==> config.mk <==
export PLATFORM = sky130hd
export DESIGN_NAME = bus_split_arbiter
export DESIGN_NICKNAME = d
export VERILOG_FILES = /design/src/rtl/bus_split_arbiter.sv
export SDC_FILE = /design/constraint.sdc
export NUM_CORES = 1
export LEC_CHECK = 0
export BUFFER_PORTS_ARGS = -buffer_cell sky130_fd_sc_hd__buf_2
export CORE_MARGIN = 2
export CORE_UTILIZATION = 53
export CTS_BUF_LIST = sky130_fd_sc_hd__clkbuf_4 sky130_fd_sc_hd__clkbuf_8
export CTS_CLUSTER_DIAMETER = 100
export DETAILED_ROUTE_END_ITERATION = 8
export PLACE_DENSITY = 0.84
export SKIP_CTS_REPAIR_TIMING = 1
export SYNTH_ARGS = -nofsm -noshare
export SYNTH_HDL_FRONTEND = slang
export SYNTH_SLANG_ARGS = --single-unit
==> constraint.sdc <==
create_clock -name clk -period 6.5 [get_ports clk]
set_clock_uncertainty 0.15 [all_clocks]
set_input_delay 1.3 -clock clk [delete_from_list [all_inputs] [get_ports clk]]
set_output_delay 1.3 -clock clk [all_outputs]
set_load 0.02 [all_outputs]
==> src/rtl/bus_split_arbiter.sv <==
// Central arbiter for Bus A: shares the bus between two initiators and the
// split-capable bridge target, parks an initiator whose transfer was split,
// and aborts a parked split that waits too long for the bridge to return.
module bus_split_arbiter #(
    parameter logic        ROUND_ROBIN   = 1'b1,
    parameter logic [15:0] SPLIT_TIMEOUT = 16'd4096
) (
    input  logic       clk,
    input  logic       rst_n,
    input  logic       init1_req,
    input  logic       init2_req,
    input  logic       split_target_req,
    input  logic       split_ack,
    input  logic       trans_done,
    output logic       init1_grant,
    output logic       init2_grant,
    output logic       split_target_grant,
    output logic [1:0] master_sel,
    output logic [1:0] split_owner,
    output logic       split_pending,
    output logic       split_timeout
);

    typedef enum logic [1:0] {
        IDLE        = 2'd0,
        OWN_I1      = 2'd1,
        OWN_I2      = 2'd2,
        SPLIT_SERVE = 2'd3
    } state_e;

    localparam logic [1:0]  OWNER_NONE = 2'b00;
    localparam logic [1:0]  OWNER_I1   = 2'b01;
    localparam logic [1:0]  OWNER_I2   = 2'b10;
    localparam logic [15:0] CNT_MAX    = 16'hFFFF;

    state_e      state_q, state_d;
    logic        pend_q, pend_d;
    logic [1:0]  owner_q, owner_d;
    logic        last_q, last_d;      // 0: init1 won last, 1: init2 won last
    logic [15:0] cnt_q, cnt_d;
    logic        timeout_hit_s;
    logic        cnt_run_s;
    logic        elig1_s, elig2_s;
    logic        i1_grant_q, i2_grant_q, st_grant_q, timeout_q;
    logic [1:0]  sel_q;

    // Next-state, split bookkeeping and timeout counter logic.
    always_comb begin
        state_d       = state_q;
        pend_d        = pend_q;
        owner_d       = owner_q;
        last_d        = last_q;
        cnt_d         = cnt_q;
        cnt_run_s     = pend_q && (state_q != SPLIT_SERVE);
        timeout_hit_s = cnt_run_s && (cnt_q == (SPLIT_TIMEOUT - 16'd1));
        // The parked initiator may not re-enter until its split is resolved.
        elig1_s       = init1_req && !(pend_q && (owner_q == OWNER_I1));
        elig2_s       = init2_req && !(pend_q && (owner_q == OWNER_I2));

        if (cnt_run_s && !timeout_hit_s && (cnt_q != CNT_MAX)) begin
            cnt_d = cnt_q + 16'd1;
        end else begin
            cnt_d = cnt_q;
        end

        if (timeout_hit_s) begin
            pend_d  = 1'b0;
            owner_d = OWNER_NONE;
        end else begin
            pend_d  = pend_q;
        end

        case (state_q)
            IDLE: begin
                // A timeout in the same cycle beats the bridge's re-request.
                if (pend_q && split_target_req && !timeout_hit_s) begin
                    state_d = SPLIT_SERVE;
                end else if (elig1_s && elig2_s) begin
                    if (ROUND_ROBIN && !last_q) begin
                        state_d = OWN_I2;
                    end else begin
                        state_d = OWN_I1;
                    end
                end else if (elig1_s) begin
                    state_d = OWN_I1;
                end else if (elig2_s) begin
                    state_d = OWN_I2;
                end else begin
                    state_d = IDLE;
                end
            end
            OWN_I1, OWN_I2: begin
                // Only one split may be outstanding; a second split_ack is ignored.
                if (split_ack && !pend_q) begin
                    pend_d  = 1'b1;
                    owner_d = (state_q == OWN_I1) ? OWNER_I1 : OWNER_I2;
                    cnt_d   = 16'd0;
                    state_d = IDLE;
                end else if (trans_done) begin
                    state_d = IDLE;
                end else if (((state_q == OWN_I1) && !init1_req) ||
                             ((state_q == OWN_I2) && !init2_req)) begin
                    state_d = IDLE;
                end else begin
                    state_d = state_q;
                end
            end
            SPLIT_SERVE: begin
                if (trans_done || !split_target_req) begin
                    pend_d  = 1'b0;
                    owner_d = OWNER_NONE;
                    state_d = IDLE;
                end else begin
                    state_d = SPLIT_SERVE;
                end
            end
            default: begin
                state_d = IDLE;
            end
        endcase

        if ((state_q == IDLE) && (state_d == OWN_I1)) begin
            last_d = 1'b0;
        end else if ((state_q == IDLE) && (state_d == OWN_I2)) begin
            last_d = 1'b1;
        end else begin
            last_d = last_q;
        end
    end

    // State, bookkeeping and registered output updates.
    always_ff @(posedge clk or negedge rst_n) begin
        if (!rst_n) begin
            state_q    <= IDLE;
            pend_q     <= 1'b0;
            owner_q    <= OWNER_NONE;
            last_q     <= 1'b1;
            cnt_q      <= 16'd0;
            i1_grant_q <= 1'b0;
            i2_grant_q <= 1'b0;
            st_grant_q <= 1'b0;
            sel_q      <= 2'b00;
            timeout_q  <= 1'b0;
        end else begin
            state_q    <= state_d;
            pend_q     <= pend_d;
            owner_q    <= owner_d;
            last_q     <= last_d;
            cnt_q      <= cnt_d;
            i1_grant_q <= (state_d == OWN_I1);
            i2_grant_q <= (state_d == OWN_I2);
            st_grant_q <= (state_d == SPLIT_SERVE);
            sel_q      <= state_d;
            timeout_q  <= timeout_hit_s;
        end
    end

    assign init1_grant        = i1_grant_q;
    assign init2_grant        = i2_grant_q;
    assign split_target_grant = st_grant_q;
    assign master_sel         = sel_q;
    assign split_owner        = owner_q;
    assign split_pending      = pend_q;
    assign split_timeout      = timeout_q;

endmodule
Yosys cells after proc, flatten, opt, wreduce, memory -nomap -nowiden
Index checks and enable logic that the tools add are counted.
W data, S select, Z words.
- register bits after elaboration: 26
- bits of input ports: 7
- output and inout port bits: 9
- logic and storage cells: 73
- $add $sub $neg: 1
- muxes and demuxes: 24
- equality and inequality tests: 11
- reductions and logical operators: 28
- operators by type and width (kind ; number):
    $mux W16 ; 3
    $mux W2 ; 13
    $add A16 B1 Y16 const B ; 1
    $eq A16 B12 Y1 const B ; 1
    $logic_and A1 B1 Y1 ; 16
    $ne A16 B16 Y1 const B ; 1
    $eq A2 B2 Y1 const B ; 5
    $logic_not A1 Y1 ; 7
    $eq A2 B1 Y1 const B ; 3
    $pmux W2 S3 ; 1
    $mux W1 ; 5
    $pmux W2 S2 ; 1
    $logic_not A2 Y1 ; 1
    $logic_or A1 B1 Y1 ; 2
    $ne A2 B2 Y1 const B ; 1
    $pmux W1 S2 ; 1
    $reduce_bool A2 Y1 ; 1
    $reduce_or A2 Y1 ; 1

Longest topological paths before layout
Gate-level depths: netlist of the first run.
- word-level depth: 13
- mapped depth: 8
- depth with buffers taken out: 8

Worst setup path before layout of the first run
OpenSTA, ideal clock, no wires.
- path type: input to register
- start point: input port split_ack
- end point: register last_q
- slack: 3959 ps
- cell stages on the path: 6
- data arrival time: 2308 ps
- data required time: 6267 ps
- cells stage by stage: and2b_1 > nor4_1 > a21o_2 > o31ai_4 > o21ai_0 > o21ai_2
- longest elaborated chain between the ends: 6
- elaborated cells on any way between the ends: 9
- those cells by class: 2 x eq/ne; 3 x mux; 4 x reduce/logical
- RTL lines (item ; line ; text):
    start: declaration ; 13 ; input logic split_ack,
    $logic_and A1 B1 Y1 * ; 94 ; if (split_ack && !pend_q) begin
    $mux W2 * ; 94 ;
    $pmux W2 S3 * ; 73 ; case (state_q)
    $eq A2 B1 Y1 or $eq A2 B2 Y1 (tied branches) ; 122, 124 ;
    $logic_and A1 B1 Y1 (on tied branches) ; 122, 124 ;
    $mux W1 or $reduce_bool A2 Y1 (tied branches) ; - ;
    end signal: assignment ; 148 ; last_q <= last_d;
    end: declaration ; 39 ; logic last_q, last_d;
Every way passes the cells marked *; elsewhere a longest branch is shown, timed or not.
A chain may end at the register's enable or synchronous reset.

Final worst setup path of the first run
Same ends and word-level chain as after synthesis.

==> results_dict.tcl, run 1 <==
set metrics [dict create \
    drive_gt1_share_pct 20.7 \
    crit_chain "buf_2, and2b_1, nor4_1, a21o_2, o31ai_4, o21ai_0, o21ai_2" \
    synth_top_area_cell "dfrtp_1" \
    synth_cell_types 42 \
    path_class "in2reg" \
    synth-seq-area-share_pct 44.5 \
    syn_area_um2 1470 \
    synthTopCellsByArea "dfrtp_1, nor2_1, ha_1" \
    syn_area_per_cell_um2 9.90 \
    diodes 0 \
    synth_edf_count 0 \
    cp-start-kind "primary input" \
    layout_common_cells "dfrtp_1, nor2_1, buf_2, nand2_1, xnor2_1" \
    synth.area.mux_share_pct 1.37 \
    area.sequential_um2 652 \
    final_nets 178 \
    rsz0062_at_grt "false" \
    slowest_stage "nor4_1" \
    clockRootBuffer "clkbuf_4" \
    r2r_setup_slack_ns 4.27 \
    numCtsBuffers 3 \
    ys.warnings.count 0 \
    cp_slowest_stage_delay_ns 0.40 \
    drc_errors 0 \
    io_pins 16 \
    place_area_um2 1570 \
    synthAdderAreaFrac_pct 5.12 \
    area_growth_pct 9.05 \
    hold_path_class "reg2reg" \
    fp.dieH_um 56.6 \
    period_share_pct 38.0 \
    fillCellCount 214 \
    multi_input_area_um2 776 \
    ys_ff_latch 26 \
    clk_pin_slew_ns 0.13 \
    slew_headroom_pct 61.5 \
    p_per_area_nw_per_um2 354 \
    cp-end-kind "flop" \
    yosys.area_share.simple_pct 23.4 \
    numClockSinks 26 \
    r2r_start "master_sel[0]" \
    dieArea_um2 3200 \
    period_minus_slack_ns 2.47 \
    tns_ns 0 \
    crit_end "last_q" \
    dp_slack_ns 3.68 \
    io_buffer_count 15 \
    first_global_vias 1138 \
    p_leak_nw 0.787 \
    tritoncts "done" \
    reg2reg_to "cnt_q[6]" \
    slew_violations 0 \
    synth_top_cell_area_share_pct 42.7 \
    drt-total-wl_um 2710 \
    dp_hpwl_um 2050 \
    synth_compound_area_share_pct 14.1 \
    worstPathMaxFanout 4 \
    htree_levels 1 \
    synth-main-ff-cell "dfrtp_1" \
    finalInstanceArea_um2 1600 \
    fmax_mhz 405 \
    ir_worst_vdd_uv 273 \
    drt_first_pass_iters 4 \
    grt-ovfl-total 0 \
    fp-row-count 19 \
    crit_start "split_ack" \
    vias_per_cell 5.61 \
    dr.first_iter.drc_count 28 \
    antenna_left 0 \
    grt_pass1_wl_um 4790 \
    synth_xor_area_share_pct 8.97 \
    syn_inst 148 \
    antenna_found_initial 0 \
    vias 1093 \
    r2r_cells 6 \
    initial_core_util_pct 54.5 \
    synthesis.nets 161 \
    drv_cap 0 \
    cts_max_path_buffers 2 \
    grt_max_degree 27 \
    wl_per_cell_um 13.9 \
    final_util_pct 59.5 \
    core-area_um2 2690 \
    hold_viol 0 \
    clock_latency_ns 0.32 \
    place_congestion 0.982 \
    async_reset_ff_share_pct 100 \
    worstPathRequired_ns 6.60 \
    status "complete, no violations" \
    worstPathArrival_ns 2.57 \
    worst_slack_ns 4.03 \
    grtUsageTotal_pct 18.9 \
    synth_top_family_by_area "simple AND/OR/NAND/NOR gates" \
    die_w_um 56.6 \
    mostFrequentLayoutCell "dfrtp_1" \
    finalSetupViolCount 0 \
    worst-slew-pin-transition_ns 0.578 \
]
[how the worst min path moves through the flow]
stage,slack [ns],depth (start not counted),startpoint,to
after floorplan,0.35,2,cnt_q[10],cnt_q[10]
after global placement,0.37,2,last_q,last_q
after detailed placement,0.38,2,cnt_q[6],cnt_q[6]
after CTS,0.41,2,last_q,last_q
after global routing,0.43,2,last_q,last_q
final,0.40,2,last_q,last_q
[cells in the mapped netlist (all sizes together), types with 4 or more instances]
library cell / count
xnor2: 8
o21ai: 4
a21o: 4
xor2: 7
a21oi: 6
nor2: 22
nand2: 13
inv: 7
and3: 6
dfrtp: 25
ha: 6
[cell families after synthesis]
kind of cell | Yosys count
AND/OR/NAND/NOR | 64
adder cells (fa/ha/maj) | 6
flip-flops | 26
multiplexers | 2
buffers and inverters | 10
XOR/XNOR | 15
AO/OA/AOI/OAI | 25
[final cells by class]
cell class	instances	share of cell area (%)
inverter	7	1.64
clock buffer	4	1.88
tap	31	2.43
sequential	26	40.8
multi-input combinational	112	48.6
timing repair buffer	15	4.70
[state kept, by name, indices dropped and copies added, names as in the netlist]
register            count
cnt_q                  16
init1_grant             1
init2_grant             1
last_q                  1
master_sel              2
split_owner             2
split_pending           1
split_target_grant      1
split_timeout           1
[worst max-delay path: cells and delay by family]
family	cells	cell delay, ns
buffers and inverters	1	0.10
AOI/OAI and AO/OA	4	0.59
and+or+nand+nor	2	0.58
[stage by stage]
step	hold slack [ns]	total power, mW	instances
6_report	0.401	0.566	195
5_1_grt	0.427	0.609	195
4_1_cts	0.405	0.570	195
3_5_place_dp	0.381	0.495	191
3_3_place_gp	0.366	0.481	191
2_1_floorplan	0.352	0.428	148
[routing by layer]
metal	global-route usage, %	routed length [um]
met1	22.6	1240
met4	7.82	44
met5	0	0
met3	2.30	77
met2	33.9	1350
[power by group]
part	internal, mW	switching [mW]
clock network	0.0282	0.0469
logic	0.104	0.160
registers	0.196	0.0310
No activity file was read; power rests on OpenSTA's default activity.
==> inputs of run 2 (changes only) <==
--- a/config.mk
+++ b/config.mk
@@ -11,7 +11,7 @@
 export CTS_BUF_LIST = sky130_fd_sc_hd__clkbuf_4 sky130_fd_sc_hd__clkbuf_8
 export CTS_CLUSTER_DIAMETER = 100
 export DETAILED_ROUTE_END_ITERATION = 8
-export PLACE_DENSITY = 0.84
+export PLACE_DENSITY = 0.87
 export SKIP_CTS_REPAIR_TIMING = 1
 export SYNTH_ARGS = -nofsm -noshare
 export SYNTH_HDL_FRONTEND = slang
==> constraint.sdc (replaced) <==
create_clock -name clk -period 2.08 [get_ports clk]
set_clock_uncertainty 0.15 [all_clocks]
set_input_delay 0.416 -clock clk [delete_from_list [all_inputs] [get_ports clk]]
set_output_delay 0.416 -clock clk [all_outputs]
set_load 0.02 [all_outputs]
==> run 2 against run 1 <==
- count of clock-buffer cells in the layout fell by 1
- sequential cell count stayed put
- critical path type is now reg2reg
- largest cell class unchanged
- the run now ends with setup timing left
- sequential share of layout area shrank 3.9 points
==> results_dict.tcl, run 2 (synthesis gave the netlist of run 1 again) <==
set metrics [dict create \
    place_inst 200 \
    largest_register "cnt_q" \
    vias_per_cell 5.59 \
    dieArea_um2 3200 \
    p_per_area_nw_per_um2 1140 \
    drv_cap 0 \
    power.clock.fraction_pct 17.1 \
    period_minus_slack_ns 2.09 \
    dr.first_iter.drc_count 47 \
    antenna_left 0 \
    r2r_setup_slack_ns -0.01 \
    rsz0062_at_grt "true" \
    seqPwrFrac_pct 35.1 \
    worstPathRequired_ns 2.16 \
    ir_worst_vdd_uv 1250 \
    vias 1162 \
    dp_hpwl_um 2190 \
    grt-ovfl-total 0 \
    worst-slew-pin-transition_ns 0.548 \
    fmax_mhz 478 \
    drt_first_pass_iters 4 \
    cp-start-kind "flop" \
    core-area_um2 2690 \
    violations "setup timing" \
    r2r_cells 6 \
    numClockSinks 26 \
    finalInstanceArea_um2 1770 \
    worst_slack_ns -0.0119 \
    diodes 0 \
    hold_depth 4 \
    reg2reg_to "split_owner[0]" \
    path_class "reg2reg" \
    worstPathArrival_ns 2.17 \
    worstPathMaxFanout 4 \
    io_buffer_count 15 \
    mostFrequentLayoutCell "dfrtp_1" \
    fp-row-count 19 \
    r2r_start "cnt_q[14]" \
    slew_headroom_pct 63.5 \
    drt-total-wl_um 3020 \
    instances_no_fill 208 \
    first_global_vias 1101 \
    slew_violations 0 \
    cp-end-kind "flop" \
    cts_max_path_buffers 2 \
    clk_pin_slew_ns 0.14 \
    p_comb_share_pct 47.8 \
    tns_ns -0.0119 \
    drive_gt1_share_pct 30.5 \
    tritoncts "done" \
    p_sw_share_pct 40.0 \
    antenna_found_initial 0 \
    status "finished with violations" \
    p_int_mw 1.21 \
    period_share_pct 101 \
    grt_max_degree 27 \
    place_area_um2 1640 \
    place_congestion 0.923 \
    clock_latency_ns 0.32 \
    area_growth_pct 20.5 \
    hold_path_class "in2reg" \
    hold_start "init2_req" \
    die_w_um 56.6 \
    numCtsBuffers 3 \
    p_leak_nw 0.874 \
    whs_endpoint "last_q" \
    initial_core_util_pct 54.5 \
    drc_errors 0 \
    clockRootBuffer "clkbuf_4" \
    wl_per_cell_um 14.5 \
    hold_viol 0 \
    largest_reg_flops 16 \
    fp.dieH_um 56.6 \
    power.switching_uw 806 \
    grt_pass1_wl_um 5070 \
    io_pins 16 \
    htree_levels 1 \
    final_nets 191 \
    final_util_pct 65.7 \
    layout_common_cells "dfrtp_1, nor2_1, buf_2, nand2_1, buf_4" \
    grtUsageTotal_pct 20.3 \
    finalSetupViolCount 1 \
]
[run 2: changes by cell type in the layout (fill, tap and decap cells not counted), sizes merged]
cell	delta
bufinv	+1
dlygate4sd3	+1
buf	+12
clkbuf	-1
[run 2: critical path, stage by stage, from the launching register on]
cell	delay, ns
dfrtp_1	0.40
or4_4	0.58
nor3_4	0.22
and2_4	0.19
nor2_2	0.05
a32o_2	0.22
a22o_1	0.18
[run 2: cell type report]
cell class                      count  area (um2)
Tap cell                           31        38.8
Fill cell                         211         921
Inverter                            7        26.3
Sequential cell                    26         652
Multi-Input combinational cell    112         821
Clock buffer                        3        22.5
Timing Repair Buffer               28         175
Clock inverter                      1        30.0
[run 2: worst max path at each step]
stage             startpoint              to  slack [ns]
3_3_place_gp       cnt_q[13]     init1_grant        0.04
3_5_place_dp       cnt_q[13]        cnt_q[8]      -0.008
2_1_floorplan  master_sel[0]          last_q        0.02
5_1_grt        master_sel[1]     init1_grant       -0.06
6_report           cnt_q[14]  split_owner[0]       -0.01
4_1_cts            cnt_q[13]        cnt_q[8]       -0.04
[run 2: power groups by stage]
stage / Combinational [mW] / Sequential, mW / Clock [mW]
floorplan: 0.571 / 0.767 / 0
global placement: 0.858 / 0.704 / 0
detailed placement: 0.897 / 0.714 / 0
CTS: 0.898 / 0.704 / 0.354
global route: 1.07 / 0.720 / 0.376
finish: 0.963 / 0.708 / 0.344
[run 2: per-layer routing]
layer  track usage (%)  vias up  part of all wire (%)
li1                  -      564                     -
met1              26.5      573                    42
met2              33.1       21                    52
met3              5.07        4                   3.9
met4              6.12        0                   1.3
met5                 0        -                     0
[run 2: metrics by stage]
step	worst slack [ns]	hold slack (ns)	total power [mW]
finish	-0.0119	0.381	2.02
global route	-0.0621	0.357	2.16
CTS	-0.0387	-0.0789	1.96
detailed placement	-0.00802	0.287	1.61
global placement	0.0437	0.284	1.56
floorplan	0.0163	-0.0296	1.34
